$ cat config.mk
export PLATFORM = sky130hd
export DESIGN_NAME = uart_tx_core
export DESIGN_NICKNAME = d
export VERILOG_FILES = /design/src/rtl/uart_tx_core.sv
export SDC_FILE = /design/constraint.sdc
export NUM_CORES = 1
export LEC_CHECK = 0
export ABC_AREA = 0
export ABC_CLOCK_PERIOD_IN_PS = 5870
export BUFFER_PORTS_ARGS = -buffer_cell sky130_fd_sc_hd__clkbuf_2
export CAP_MARGIN = 20
export CORE_ASPECT_RATIO = 0.9
export CORE_UTILIZATION = 60
export DETAILED_ROUTE_END_ITERATION = 6
export PLACE_DENSITY = 0.8
export SETUP_SLACK_MARGIN = 0.02
export SKIP_LAST_GASP = 1
export SLEW_MARGIN = 20
export SYNTH_ARGS = -nofsm -noshare
export SYNTH_HDL_FRONTEND = slang
export SYNTH_SLANG_ARGS = --single-unit
$ cat constraint.sdc
create_clock -name clk -period 5.87 [get_ports clk]
set_input_delay 0.2935 -clock clk [delete_from_list [all_inputs] [get_ports clk]]
set_output_delay 0.2935 -clock clk [all_outputs]
set_load 0.03 [all_outputs]
$ cat src/rtl/uart_tx_core.sv
// UART 8N1/8E1 transmitter fed by a small TX FIFO; tx_o is a flop. Latency: byte pushed at edge E
// into an idle, empty core -> start bit at E+1. Backpressure: tx_ready_o low while the FIFO is full.
module uart_tx_fifo #(
  parameter int DEPTH = 4,
  parameter int W     = 8,
  parameter int LW    = $clog2(DEPTH + 1)
) (
  input  logic          clk,
  input  logic          rst_n,
  input  logic          push_vld,
  input  logic [W-1:0]  push_dat,
  output logic          push_rdy,
  input  logic          pop,
  output logic [W-1:0]  head_dat,
  output logic [LW-1:0] level
);
  localparam int AW = $clog2(DEPTH);

  logic [W-1:0]  mem [DEPTH];
  logic [AW-1:0] wr_ptr, rd_ptr;
  logic [LW-1:0] level_q;
  logic          push;

  assign push_rdy = (level_q != LW'(DEPTH));
  assign push     = push_vld & push_rdy;
  assign head_dat = mem[rd_ptr];
  assign level    = level_q;

  // Power-of-two depth: pointers wrap by natural overflow.
  always_ff @(posedge clk or negedge rst_n) begin
    if (!rst_n) begin
      wr_ptr  <= '0;
      rd_ptr  <= '0;
      level_q <= '0;
    end else begin
      if (push) wr_ptr <= wr_ptr + AW'(1);
      if (pop)  rd_ptr <= rd_ptr + AW'(1);
      case ({push, pop})
        2'b10:   level_q <= level_q + LW'(1);
        2'b01:   level_q <= level_q - LW'(1);
        default: level_q <= level_q;
      endcase
    end
  end

  always_ff @(posedge clk) begin
    if (push) mem[wr_ptr] <= push_dat;
  end
endmodule

module uart_tx_core #(
  parameter int FIFO_DEPTH = 4,
  parameter int DIV_WIDTH  = 16
) (
  input  logic                             clk,
  input  logic                             rst_n,
  input  logic [DIV_WIDTH-1:0]             cfg_div_i,
  input  logic                             cfg_parity_en_i,
  input  logic [7:0]                       tx_data_i,
  input  logic                             tx_valid_i,
  output logic                             tx_ready_o,
  output logic                             tx_o,
  output logic                             busy_o,
  output logic [$clog2(FIFO_DEPTH+1)-1:0]  fifo_level_o
);
  localparam int LW = $clog2(FIFO_DEPTH + 1);

  typedef enum logic [2:0] {IDLE, START, DATA, PARITY, STOP} state_t;

  state_t               state_q, state_d;
  logic [7:0]           shift_q, shift_d;
  logic                 par_q, par_d;
  logic [2:0]           bit_idx_q, bit_idx_d;
  logic [DIV_WIDTH-1:0] cnt_q, cnt_d, div_q, div_d;
  logic                 par_en_q, par_en_d;
  logic                 tx_q, tx_d;
  logic                 pop, bit_done;
  logic [7:0]           head;
  logic [LW-1:0]        level;

  uart_tx_fifo #(.DEPTH(FIFO_DEPTH), .W(8), .LW(LW)) u_fifo (
    .clk      (clk),
    .rst_n    (rst_n),
    .push_vld (tx_valid_i),
    .push_dat (tx_data_i),
    .push_rdy (tx_ready_o),
    .pop      (pop),
    .head_dat (head),
    .level    (level)
  );

  assign bit_done = (cnt_q == div_q);

  always_comb begin
    state_d   = state_q;
    shift_d   = shift_q;
    par_d     = par_q;
    bit_idx_d = bit_idx_q;
    cnt_d     = cnt_q + DIV_WIDTH'(1);
    div_d     = div_q;
    par_en_d  = par_en_q;
    pop       = 1'b0;
    case (state_q)
      IDLE: begin
        cnt_d = '0;
        pop   = (level != '0);
      end
      START: if (bit_done) begin
        state_d   = DATA;
        cnt_d     = '0;
        bit_idx_d = '0;
      end
      DATA: if (bit_done) begin
        cnt_d     = '0;
        shift_d   = shift_q >> 1;
        bit_idx_d = bit_idx_q + 3'd1;
        if (bit_idx_q == 3'd7) state_d = par_en_q ? PARITY : STOP;
      end
      PARITY: if (bit_done) begin
        state_d = STOP;
        cnt_d   = '0;
      end
      STOP: if (bit_done) begin
        cnt_d   = '0;
        state_d = IDLE;
        pop     = (level != '0);
      end
      default: state_d = IDLE;
    endcase
    // Frame start: config is frozen here for the whole frame.
    if (pop) begin
      state_d  = START;
      cnt_d    = '0;
      shift_d  = head;
      par_d    = ^head;
      div_d    = cfg_div_i;
      par_en_d = cfg_parity_en_i;
    end
    // Line value follows the state being entered so tx_o stays a pure flop output.
    case (state_d)
      START:   tx_d = 1'b0;
      DATA:    tx_d = shift_d[0];
      PARITY:  tx_d = par_d;
      default: tx_d = 1'b1;
    endcase
  end

  always_ff @(posedge clk or negedge rst_n) begin
    if (!rst_n) begin
      state_q   <= IDLE;
      shift_q   <= '0;
      par_q     <= 1'b0;
      bit_idx_q <= '0;
      cnt_q     <= '0;
      div_q     <= '0;
      par_en_q  <= 1'b0;
      tx_q      <= 1'b1;
    end else begin
      state_q   <= state_d;
      shift_q   <= shift_d;
      par_q     <= par_d;
      bit_idx_q <= bit_idx_d;
      cnt_q     <= cnt_d;
      div_q     <= div_d;
      par_en_q  <= par_en_d;
      tx_q      <= tx_d;
    end
  end

  assign tx_o         = tx_q;
  assign busy_o       = (state_q != IDLE) | (level != '0);
  assign fifo_level_o = level;
endmodule

==> results.md, run 1 <==
- The flow ran to the end, and the final reports show no timing, DRC or antenna violations.
- The boundary pin count is 34.
- Setup repair after global routing left no endpoint under its margin.
- The cell with the largest stage delay on the worst path is nor4_2.
- The number of nets with antenna violations after routing is 0.
- The number of flip-flops and latches in the synthesized netlist is 88.
- The type of element capturing the critical path is a flip-flop.
- VDD sags by at most 0.245 mV.
- The clock tree from TritonCTS is built.
- The library cell with the largest summed area after synthesis is dfrtp_1.
- Summed over all cells, the static leakage comes to 1.89 nW.
- The minimum period implied by the final worst setup slack is 3.03 ns.
- The final layout net count is 409.
- Between clock sinks in the finished design, the worst skew comes to 0.0122 ns.
- The largest net degree at the start of global routing is 57.
- The insertion delay of the later-clocked pin in the worst-skew pair is 0.36 ns.
- The relative max-transition margin is 53.2%.
- The most common cell type on the critical path is xor2_1.
- The critical path launch point type is a flip-flop.
- The kind of cell adding the most delay to the critical path is simple AND/OR/NAND/NOR gates.
- From left edge to right edge, the die measures 87.9 um.
- In the post-synthesis netlist, the biggest area contributors are dfrtp_1 (35%), edfxtp_1 (24%), xnor2_1 (6.8%).
- The count of standard-cell rows is 27.
- The top flip-flop cell by instance count after synthesis is dfrtp_1.
- At the end of routability-driven placement, the weighted congestion stood at 0.802.
- Post-CTS repair changed the size of 0 cells.
- The number of global-route vias before repair is 2534.
- The number of DRC markers in iteration 0 is 162.
- In this run the critical register-to-register path is captured at u_fifo.level[2].
- The class of the tightest hold or removal check is input port to async pin.
- The reported max-cap violation count is 0.
- After detailed placement, the design holds a cell count of 448.
- The register-to-register setup slack is 2.84 ns.
- The average wire length per cell after detail routing is 15.0 um.
- Counting cells, the worst reg-to-reg path comes to 11.
- The endpoint required time on the critical path is 6.15 ns.
- The overall via count from detail_route is 2561.
- The detailed placement HPWL is 4900 um.
- The clock passes through at most 2 buffers.
- The die outline height is 79.3 um.
- The core region area is 0.00625 mm2.
- The actual transition at the worst max-transition pin is 0.696 ns.
- Power comes to 1.50 mW.
- The initial antenna violation count was 0.
- The combined global-route utilization of all metal layers is 22.9%.
- The number of distinct library cell variants in the gate-level netlist after synthesis is 45.
- Following the worst setup path forward leads to its endpoint at u_fifo.level[2].
- Fill cells in the final layout number 459.
- In this run the critical register-to-register path is launched from cnt_q[7].
- At the end of the flow the core is filled with cells to 70.7%.
- The first global-routing pass estimated 11800 um of wire.
- The number of levels the H-tree was split into is 3.
- Setup violations remaining at the end of the flow were counted as 0.
- The cell area after technology mapping is 0.00399 mm2.
- The final non-filler cell total is 464.
- The beginning of the critical path is cnt_q[7].
- The share of Yosys cell area claimed by the top area cell type is 34.5%.
- Summed over all layers, the global routing overflow is 0.
- After clock tree synthesis, the flow added hold-fix buffers numbering 0.
- The fraction of layout instances using a drive strength above 1 is 17.8%.
- The critical path is of the flip-flop to flip-flop type.
- The area growth from synthesis to layout is 10.9%.
- Traced cell by cell, the critical path runs through xnor2_1 -> nand4_1 -> nor4_2 -> o21ai_2 -> inv_2 -> ha_1 -> inv_1 -> fa_1 -> xor2_1 -> nor2_1 -> xor2_1.
- Counting every instance in the synthesized netlist gives 338.
- The die covers 0.00697 mm2.
- Static timing analysis puts the maximum clock frequency at 330 MHz.
- The total negative slack for setup checks is 0 ns.
- The first-pass iteration count of the detailed router is 5.
- The endpoint arrival time on the critical path is 3.31 ns.
- The TritonCTS buffer count is 9.
- The share of the Yosys chip area taken by registers is 59.3%.
- The total number of yosys warnings is 0.
- The power per unit of standard cell area is 340 mW/mm2.
- The root buffer cell chosen for the clock tree is clkbuf_8.
- The synthesized area divided by synthesized cell count is 11.8 um2.
- The count of buffers from port buffering is 33.
- The repair_antennas step left the layout with diodes totalling 0.
- The number of enable-type register cells in the synthesized netlist is 32.
- Dividing the detail-routed via count by the number of cells gives 5.52.
- Once the floorplan was initialized, standard cells occupied 63.8% of the core.
- The clock-pin transition on the worst setup and hold timing paths is 0.10 ns.
- Dividing the final minimum period by the clock period gives 51.6%.
- In this run the post-CTS setup repair buffer count came out at 0.
- The post-detailed-routing wire length is 6940 um.
- Together, buffers and inverters on the worst path number 2.
- The largest incremental delay on the critical path is 0.59 ns.
- Counting instances in the post-synthesis netlist gives the leading cell types as nand2_1 (68), dfrtp_1 (55), edfxtp_1 (32).
- The highest fanout seen on the critical path is 22.
- The proportion of synthesized flip-flops having asynchronous set or reset is 63.6%.
- The DRC violation count after routing is 0.
- The hold violation count in the final report came to 0.
- By instance count, the leading cell after synthesis is nand2_1.
- The critical path runs through a total of 11 cells.
- The number of sinks on the clock net is 88.
- The number of slew-limit violations in the final report is 0.
- Synthesis produced a netlist with a net count of 375.
[final cells by class]
type	instances	area, um2	share of cell area [%]
timing repair buffer	35	180	4.08
clock inverter	7	73.8	1.67
sequential	88	2360	53.5
clock buffer	9	124	2.80
tap	87	109	2.46
multi-input combinational	228	1530	34.6
inverter	10	37.5	0.850
[report_power, final]
group          switching [mW]  total [mW]  internal, mW
clock                   0.243       0.415         0.172
combinational           0.163       0.289         0.125
sequential             0.0654       0.798         0.733
[state kept, by name (all words and copies together), names as in the netlist, 2 cells and up]
register       flops
u_fifo.mem        32
cnt_q             16
div_q             16
shift_q            8
bit_idx_q          3
state_q            3
u_fifo.level       3
u_fifo.rd_ptr      2
u_fifo.wr_ptr      2
[worst register-to-register path, stage by stage (launching register included)]
cell,delay [ns]
dfrtp_1,0.44
xnor2_1,0.16
nand4_1,0.18
nor4_2,0.59
o21ai_2,0.12
inv_2,0.34
ha_1,0.26
inv_1,0.06
fa_1,0.38
xor2_1,0.15
nor2_1,0.11
xor2_1,0.16
[cell usage in the layout, fill, tap and decap left out, types with 6 or more instances in the layout]
master | synthesis | layout
ha_1 | 8 | 8
dfrtp_1 | 55 | 55
a22o_1 | 7 | 7
a21oi_1 | 6 | 6
xnor2_1 | 31 | 31
nor2_1 | 25 | 25
nand2_1 | 68 | 68
nand3_1 | 10 | 10
clkbuf_8 | 0 | 9
inv_1 | 9 | 9
clkbuf_2 | 0 | 33
and3_1 | 7 | 7
mux4_2 | 8 | 8
edfxtp_1 | 32 | 32
xor2_1 | 10 | 10
[cells by family after synthesis]
family	after synthesis	synth area share (%)
muxes	10	5.05
xor gates and xnor gates	41	9.01
adders and majority gates	10	3.27
DFF	88	59.3
and+or+nand+nor	130	14.8
buffers and inverters	22	2.39
AOI/OAI and AO/OA	37	6.15
[how the worst min path moves through the flow]
stage                    start           end  slack [ns]  cells after the start
floorplan                rst_n  bit_idx_q[0]      -0.002                      0
global placement    shift_q[4]    shift_q[4]        0.46                      1
detailed placement       rst_n  bit_idx_q[1]        0.46                      2
CTS                      rst_n  bit_idx_q[1]        0.07                      2
global route             rst_n  bit_idx_q[2]        0.10                      2
finish                   rst_n  bit_idx_q[1]        0.05                      2
[routing by layer]
metal	global-route usage, %	share of wire (%)
met1	32.1	47
met2	35.7	48
met3	6.34	5.2
met4	5.41	0.35
met5	0	0
[stage by stage]
step | cell area, um2 | setup WS [ns] | hold WS, ns
6_report | 4420 | 2.84 | 0.0518
3_3_place_gp | 4220 | 2.99 | 0.464
3_5_place_dp | 4220 | 2.88 | 0.459
2_1_floorplan | 3990 | 3.21 | -0.00209
5_1_grt | 4420 | 2.56 | 0.105
4_1_cts | 4420 | 2.83 | 0.0723
(Power assumes the default switching activity.)
==> run 2: changes to the inputs <==
--- a/config.mk
+++ b/config.mk
@@ -6,13 +6,13 @@
 export NUM_CORES = 1
 export LEC_CHECK = 0
 export ABC_AREA = 0
-export ABC_CLOCK_PERIOD_IN_PS = 5870
+export ABC_CLOCK_PERIOD_IN_PS = 2900
 export BUFFER_PORTS_ARGS = -buffer_cell sky130_fd_sc_hd__clkbuf_2
 export CAP_MARGIN = 20
 export CORE_ASPECT_RATIO = 0.9
-export CORE_UTILIZATION = 60
+export CORE_UTILIZATION = 59
 export DETAILED_ROUTE_END_ITERATION = 6
-export PLACE_DENSITY = 0.8
+export PLACE_DENSITY = 0.79
 export SETUP_SLACK_MARGIN = 0.02
 export SKIP_LAST_GASP = 1
 export SLEW_MARGIN = 20
==> constraint.sdc (replaced) <==
create_clock -name clk -period 2.9 [get_ports clk]
set_input_delay 0.145 -clock clk [delete_from_list [all_inputs] [get_ports clk]]
set_output_delay 0.145 -clock clk [all_outputs]
set_load 0.03 [all_outputs]
==> run 2 against run 1 <==
The flow now finishes with violations (hold timing). Design area increased by 5.5%. Final cell count increased by 6.0%. Global-route usage increased by 1.1 points. Combinational power increased by 110%. Die area increased by 1.7%. Setup slack got worse by 2.5 ns. Wire length increased by 12%. Clock skew decreased by 0.0039 ns. Sequential share of layout area decreased by 2.8 points. Utilization increased by 0.43 points. Worst hold slack got worse by 0.12 ns.
==> results.md, run 2 (synthesis results as in run 1) <==
- The relative max-transition margin is 35.4% (was 53.2%).
- The number of post-CTS setup repair buffers is 0 (unchanged).
- The average wire length per cell after detail routing was 15.8 um (was 15.0 um).
- The largest incremental delay on the critical path is 0.46 ns (was 0.59 ns).
- The type of element capturing the critical path is a flip-flop (unchanged).
- The reported leakage power came to 2.00 nW (was 1.89 nW).
- The first-pass iteration count of the detailed router is 4 (was 5).
- The maximum buffer depth of the clock tree is 2 (unchanged).
- The hold violation count in the final report is 41 (was 0).
- The count of buffers from port buffering is 33 (unchanged).
- The DRC violation count after routing was 0 (unchanged).
- The overall die area came to 0.00709 mm2 (was 0.00697 mm2).
- Cell chain of the critical path: xnor2_1 -> nand4_1 -> nor4_2 -> o21ai_2 -> inv_2 -> ha_1 -> inv_1 -> fa_1 -> xor2_1 -> nor2_1 -> xor2_1 (unchanged).
- The final cycle utilization of the critical path came to 87.2% (was 51.6%).
- The endpoint required time on the critical path is 3.18 ns (was 6.15 ns).
- The boundary pin count came to 34 (unchanged).
- The setup violation total in the final timing report is 0 (unchanged).
- The worst slack on hold paths is -0.0633 ns (was 0.0518 ns).
- The post-placement cell area is 0.00425 mm2 (was 0.00422 mm2).
- The flip-flop count of the largest register, all copies and words added is 32 (unchanged).
- The register-to-register setup slack is 0.37 ns (was 2.84 ns).
- The checks that failed: hold timing.
- The most common cell type on the critical path is xor2_1 (unchanged).
- The clock tree root buffer cell is clkbuf_8 (unchanged).
- The detailed placement HPWL was 5170 um (was 4900 um).
- The initial antenna violation count came to 0 (unchanged).
- The TritonCTS buffer count came to 9 (unchanged).
- The total negative slack for setup checks came to 0 ns (unchanged).
- The final layout net count is 434 (was 409).
- The number of instances resized during post-cts repair came to 0 (unchanged).
- The die outline height was 80.0 um (was 79.3 um).
- The final standard cell area without fillers is 0.00466 mm2 (was 0.00442 mm2).
- The overall overflow remaining after global route is 0 (unchanged).
- The actual transition at the worst max-transition pin is 0.968 ns (was 0.696 ns).
- The kind of cell adding the most delay to the critical path is simple AND/OR/NAND/NOR gates (unchanged).
- Result of the run: complete, but fails checks (was completed).
- The number of levels the H-tree was split into is 3 (unchanged).
- The cell with the largest stage delay on the worst path is dfrtp_1 (was nor4_2).
- The largest net degree at the start of global routing came to 45 (was 57).
- The die width was 88.6 um (was 87.9 um).
- Unrepaired setup endpoints after global routing: false (unchanged).
- The post-detailed-routing wire length came to 7770 um (was 6940 um).
- The kind of critical path is flip-flop to flip-flop (unchanged).
- The number of nets with antenna violations after routing is 0 (unchanged).
- The overall via count from detail_route was 2715 (was 2561).
- The fraction of the core area covered by cells at the end of the flow was 71.1% (was 70.7%).
- Commonest cells after routing, fill and taps aside: nand2_1 (68), dfrtp_1 (55), clkbuf_2 (32), edfxtp_1 (32), xnor2_1 (31) (was nand2_1 (68), dfrtp_1 (55), clkbuf_2 (33)).
- The most common library cell in the layout ignoring fill and taps is nand2_1 (unchanged).
- The number of inserted filler cells in the final layout is 451 (was 459).
- The minimum period implied by the final worst setup slack was 2.53 ns (was 3.03 ns).
- The peak clock frequency supported by timing was 395 MHz (was 330 MHz).
- The class of the tightest hold or removal check is input port to async pin (unchanged).
- The largest clock skew in the final design is 0.00832 ns (was 0.0122 ns).
- The initial cell density of the core came to 60.8% (was 63.8%).
- The combined global-route utilization of all metal layers was 23.9% (was 22.9%).
- The insertion delay of the later-clocked pin in the worst-skew pair is 0.36 ns (about the same).
- The number of global-route vias before repair is 2637 (was 2534).
- The wire length of the first global-routing pass is 12400 um (was 11800 um).
- The number of slew-limit violations in the final report is 0 (unchanged).
- The buffering stage count on the worst path with inverters included was 2 (unchanged).
- The power per unit of standard cell area is 654 mW/mm2 (was 340 mW/mm2).
- The highest fanout seen on the critical path came to 5 (was 22).
- The number of sinks on the clock net was 88 (unchanged).
- The fraction of layout instances using a drive strength above 1 is 17.7% (was 17.8%).
- The worst ir drop on vdd was 0.585 mV (was 0.245 mV).
- The reported max-cap violation count is 0 (unchanged).
- Registers with the most flip-flops: u_fifo.mem (32), cnt_q (16), div_q (16) (unchanged).
- The combined flip-flop and latch cell area is 0.00236 mm2 (unchanged).
- The core region area is 0.00655 mm2 (was 0.00625 mm2).
- The count of standard-cell rows is 28 (was 27).
- The critical path launch point type was a flip-flop (unchanged).
- The register bank with the most flops is u_fifo.mem (unchanged).
- The clock-pin transition on the worst setup and hold timing paths came to 0.10 ns (about the same).
- The clock tree from TritonCTS was built (unchanged).
- The endpoint arrival time on the critical path is 2.81 ns (was 3.31 ns).
- The total of hold buffers inserted after clock tree synthesis came to 21 (was 0).
- The number of DRC markers in iteration 0 came to 212 (was 162).
- The area growth from synthesis to layout is 16.9% (was 10.9%).
- The area of combinational cells with multiple inputs was 0.00153 mm2 (unchanged).
- The number of antenna cells inserted is 0 (unchanged).
- The placer's final routability congestion estimate is 0.804 (was 0.802).
- The detailed-route vias per instance is 5.52 (about the same).
## run 2: changes by cell type in the layout (fill, tap and decap cells not counted), sizes merged
cell,change
dlygate4sd3,+21
clkbuf,-1
buf,+5
clkinv,+3
inv,-3
## run 2: per-layer routing
layer,vias up,part of all wire [%],track usage (%)
met5,-,0,0
met4,0,1.6,8.06
met3,13,4.9,5.27
met2,76,50,39.1
met1,1333,43,31.8
li1,1293,-,-
## run 2: area by class of cell
cell class	instances	area share [%]
timing repair buffer	60	9.02
sequential	88	50.7
inverter	10	0.806
clock buffer	9	2.66
clock inverter	7	1.53
multi-input combinational	228	32.8
tap	90	2.42
## run 2: per-stage QoR
step | cells | worst slack, ns | total power [mW]
after CTS | 492 | 0.387 | 3.07
final | 492 | 0.371 | 3.05
after global placement | 455 | 0.560 | 2.20
after detailed placement | 455 | 0.422 | 2.23
after global routing | 492 | 0.198 | 3.19
after floorplan | 338 | 0.242 | 2.04
## run 2: worst reg2reg max path: stages (launching register included)
cell and delay [ns]:
dfrtp_1 0.46, xnor2_1 0.17, nand4_1 0.18, nor4_2 0.41, o21ai_2 0.14, inv_2 0.09
ha_1 0.17, inv_1 0.06, fa_1 0.37, xor2_1 0.15, nor2_1 0.11, xor2_1 0.15
## run 2: path summary, 6_finish.rpt
| path | to | from | cells after the start |
|---|---|---|---|
| setup / recovery | u_fifo.level[2] | cnt_q[6] | 11 |
| hold / removal | bit_idx_q[0] | rst_n | 1 |
| setup reg to reg | u_fifo.level[2] | cnt_q[6] | 11 |
| hold reg to reg | shift_q[4] | shift_q[4] | 1 |
| max in group asynchronous | u_fifo.rd_ptr[0] | rst_n | 2 |
| min in group clk | div_q[1] | cfg_div_i[1] | 3 |
## run 2: report_power, final
group | switching (mW) | total (mW) | internal [mW]
sequential | 0.131 | 1.61 | 1.48
clock | 0.479 | 0.816 | 0.337
combinational | 0.342 | 0.616 | 0.274
==> run 3: changes to the inputs <==
--- a/config.mk
+++ b/config.mk
@@ -10,9 +10,9 @@
 export BUFFER_PORTS_ARGS = -buffer_cell sky130_fd_sc_hd__clkbuf_2
 export CAP_MARGIN = 20
 export CORE_ASPECT_RATIO = 0.9
-export CORE_UTILIZATION = 59
+export CORE_UTILIZATION = 49
 export DETAILED_ROUTE_END_ITERATION = 6
-export PLACE_DENSITY = 0.79
+export PLACE_DENSITY = 0.68
 export SETUP_SLACK_MARGIN = 0.02
 export SKIP_LAST_GASP = 1
 export SLEW_MARGIN = 20
==> run 3 against run 2 <==
The run now ends clean. Maximum frequency up 2.1%. Clock-buffer cell count unchanged. Utilization down 10 points. Via count down 4.3%. Clock power up 6.1%. Global-route usage down 4.4 points. Register-to-register slack better by 0.05 ns. Sequential share of layout area down 0.46 points. Critical endpoint unchanged. Largest power group unchanged. Highest routed layer unchanged.
==> results.md, run 3 (synthesis results as in run 1) <==
- Result of the run: completed (was complete, but fails checks).
- The minimum period implied by the final worst setup slack is 2.48 ns (was 2.53 ns).
- The clock-pin transition on the worst setup and hold timing paths is 0.10 ns (about the same).
- The post-route total power is 3.10 mW (was 3.05 mW).
- The number of instances on the worst hold path is 1.
- The hold violation count in the final report was 0 (was 41).
- The average wire length per cell after detail routing came to 15.3 um (was 15.8 um).
- The DRC violation count after routing is 0 (unchanged).
- The number of slew-limit violations in the final report came to 0 (unchanged).
- The buffering stage count on the worst path with inverters included is 2 (unchanged).
- The relative max-transition margin is 52.1% (was 35.4%).
- The combinational cell fraction of total power is 19.8% (was 20.2%).
- The worst ir drop on vdd is 0.608 mV (was 0.585 mV).
- The clock tree root buffer cell was clkbuf_8 (unchanged).
- The destination of the worst register-to-register timing path is u_fifo.level[2] (unchanged).
- The maximum buffer depth of the clock tree came to 2 (unchanged).
- The setup violation total in the final timing report is 0 (unchanged).
- The register-to-register setup slack was 0.42 ns (was 0.37 ns).
- The kind of critical path is flip-flop to flip-flop (unchanged).
- The reported leakage power is 2.01 nW (was 2.00 nW).
- The most common cell type on the critical path is xor2_1 (unchanged).
- The setup slack after layout is 0.422 ns (was 0.371 ns).
- The count of standard-cell rows is 30 (was 28).
- The wire length of the first global-routing pass is 12600 um (was 12400 um).
- The number of antenna cells inserted is 0 (unchanged).
- The final cycle utilization of the critical path is 85.4% (was 87.2%).
- The detailed-route vias per instance is 5.19 (was 5.52).
- The class of the tightest hold or removal check is input port to flip-flop (was input port to async pin).
- The reported max-cap violation count was 0 (unchanged).
- The boundary pin count is 34 (unchanged).
- The placer's final routability congestion estimate is 0.796 (was 0.804).
- The area growth from synthesis to layout is 18.0% (was 16.9%).
- The total negative slack for setup checks was 0 ns (unchanged).
- The beginning of the critical path is cnt_q[2] (was cnt_q[6]).
- The highest fanout seen on the critical path is 5 (unchanged).
- The largest clock skew in the final design was 0.0135 ns (was 0.00832 ns).
- The detailed placement HPWL was 5240 um (was 5170 um).
- The final standard cell area without fillers is 0.00470 mm2 (was 0.00466 mm2).
- The number of global-route vias before repair is 2570 (was 2637).
- The number of sinks on the clock net was 88 (unchanged).
- The first-pass iteration count of the detailed router was 6 (was 4).
- The initial cell density of the core is 51.8% (was 60.8%).
- Commonest cells after routing, fill and taps aside: nand2_1 (68), dfrtp_1 (55), clkbuf_2 (33) (was nand2_1 (68), dfrtp_1 (55), clkbuf_2 (32), edfxtp_1 (32), xnor2_1 (31)).
- The number of nets with antenna violations after routing is 0 (unchanged).
- The post-placement cell area came to 0.00426 mm2 (was 0.00425 mm2).
- The actual transition at the worst max-transition pin is 0.719 ns (was 0.968 ns).
- The largest net degree at the start of global routing came to 31 (was 45).
- The clock tree from TritonCTS is built (unchanged).
- The endpoint arrival time on the critical path is 2.76 ns (was 2.81 ns).
- The final layout net count is 437 (was 434).
- Cell chain of the critical path: xnor2_1 -> nand4_1 -> nor4_2 -> o21ai_2 -> inv_2 -> ha_1 -> inv_1 -> fa_1 -> xor2_1 -> nor2_1 -> xor2_1 (unchanged).
- The core region area was 0.00769 mm2 (was 0.00655 mm2).
- The number of DRC markers in iteration 0 is 125 (was 212).
- The kind of cell adding the most delay to the critical path is simple AND/OR/NAND/NOR gates (unchanged).
- The worst slack at placement is 0.454 ns (was 0.422 ns).
- The type of element capturing the critical path is a flip-flop (unchanged).
- The post-detailed-routing wire length is 7640 um (was 7770 um).
- The insertion delay of the later-clocked pin in the worst-skew pair was 0.36 ns (about the same).
- The peak clock frequency supported by timing came to 404 MHz (was 395 MHz).
- The overall via count from detail_route is 2599 (was 2715).
- The number of post-CTS setup repair buffers is 0 (unchanged).
- The most common library cell in the layout ignoring fill and taps is nand2_1 (unchanged).
- The overall die area is 0.00850 mm2 (was 0.00709 mm2).
- The fraction of layout instances using a drive strength above 1 came to 17.3% (was 17.7%).
- The cell with the largest stage delay on the worst path is dfrtp_1 (unchanged).
- The power per unit of standard cell area is 659 mW/mm2 (was 654 mW/mm2).
- The TritonCTS buffer count is 9 (unchanged).
- The worst setup path endpoint is u_fifo.level[2] (unchanged).
- The overall overflow remaining after global route is 0 (unchanged).
- The portion of total power attributed to the clock network came to 28.0% (was 26.8%).
- The launch point of the worst reg-to-reg path was cnt_q[2] (was cnt_q[6]).
- The endpoint required time on the critical path came to 3.18 ns (about the same).
- The fraction of power spent switching nets is 30.0% (was 31.3%).
- The worst-case reg-to-reg path depth is 11 (unchanged).
- The combined global-route utilization of all metal layers is 19.6% (was 23.9%).
- The largest incremental delay on the critical path is 0.46 ns (about the same).
- The flip-flop count of the largest register, all copies and words added is 32 (unchanged).
- The register bank with the most flops was u_fifo.mem (unchanged).
- The initial antenna violation count is 0 (unchanged).
- The number of levels the H-tree was split into was 3 (unchanged).
- The die outline height is 87.6 um (was 80.0 um).
- Unrepaired setup endpoints after global routing: false (unchanged).
- The critical path depth in cells is 11 (unchanged).
- The internal power component is 2.17 mW (was 2.09 mW).
- Registers with the most flip-flops: u_fifo.mem (32), cnt_q (16), div_q (16) (unchanged).
- The net switching power is 0.930 mW (was 0.953 mW).
- The count of buffers from port buffering is 33 (unchanged).
- The critical path launch point type is a flip-flop (unchanged).
- The sequential fraction of design power came to 52.2% (was 53.0%).
- The die width is 97.1 um (was 88.6 um).
run 3: power groups by stage:
stage	combinational [mW]	sequential, mW	clock (mW)
global route	0.690	1.64	0.944
CTS	0.625	1.62	0.887
global placement	0.580	1.63	0
floorplan	0.397	1.64	0
detailed placement	0.593	1.64	0
finish	0.614	1.62	0.866
run 3: per-stage QoR:
stage	hold slack [ns]	cells	util [%]
finish	0.0227	501	61.1
global route	0.000585	501	61.1
detailed placement	0.240	461	55.4
floorplan	-0.151	338	-
CTS	0.00975	501	61.1
global placement	0.247	461	55.4
run 3: area by class of cell:
cell class	count	area [um2]
fillers	605	2990
multi-input cells	228	1530
clock inverters	7	76.3
repair buffers	63	450
flip-flops and latches	88	2360
well taps	96	120
inverters	10	37.5
clock buffers	9	124
run 3: worst min path at each step:
| stage | from | endpoint | slack [ns] |
|---|---|---|---|
| after floorplan | rst_n | bit_idx_q[0] | -0.15 |
| after global placement | rst_n | bit_idx_q[0] | 0.25 |
| after detailed placement | rst_n | bit_idx_q[0] | 0.24 |
| after CTS | tx_data_i[0] | u_fifo.mem[2][0] | 0.01 |
| after global routing | tx_data_i[0] | u_fifo.mem[2][0] | 0.0006 |
| final | tx_data_i[0] | u_fifo.mem[2][0] | 0.02 |
run 3: metal layers:
metal | part of all wire, % | GRT usage [%] | vias up | wire, um
met5 | 0 | 0 | - | 0
met1 | 48 | 26.4 | 1246 | 3680
li1 | - | - | 1293 | -
met2 | 46 | 31.6 | 54 | 3550
met3 | 4.2 | 5.35 | 6 | 321
met4 | 1.2 | 5.70 | 0 | 89
run 3: repair_timing:
item / in CTS / in global routing
resized for setup: 0 / 0
endpoints found under the hold margin: 67 / 0
hold buffers: 24 / 0
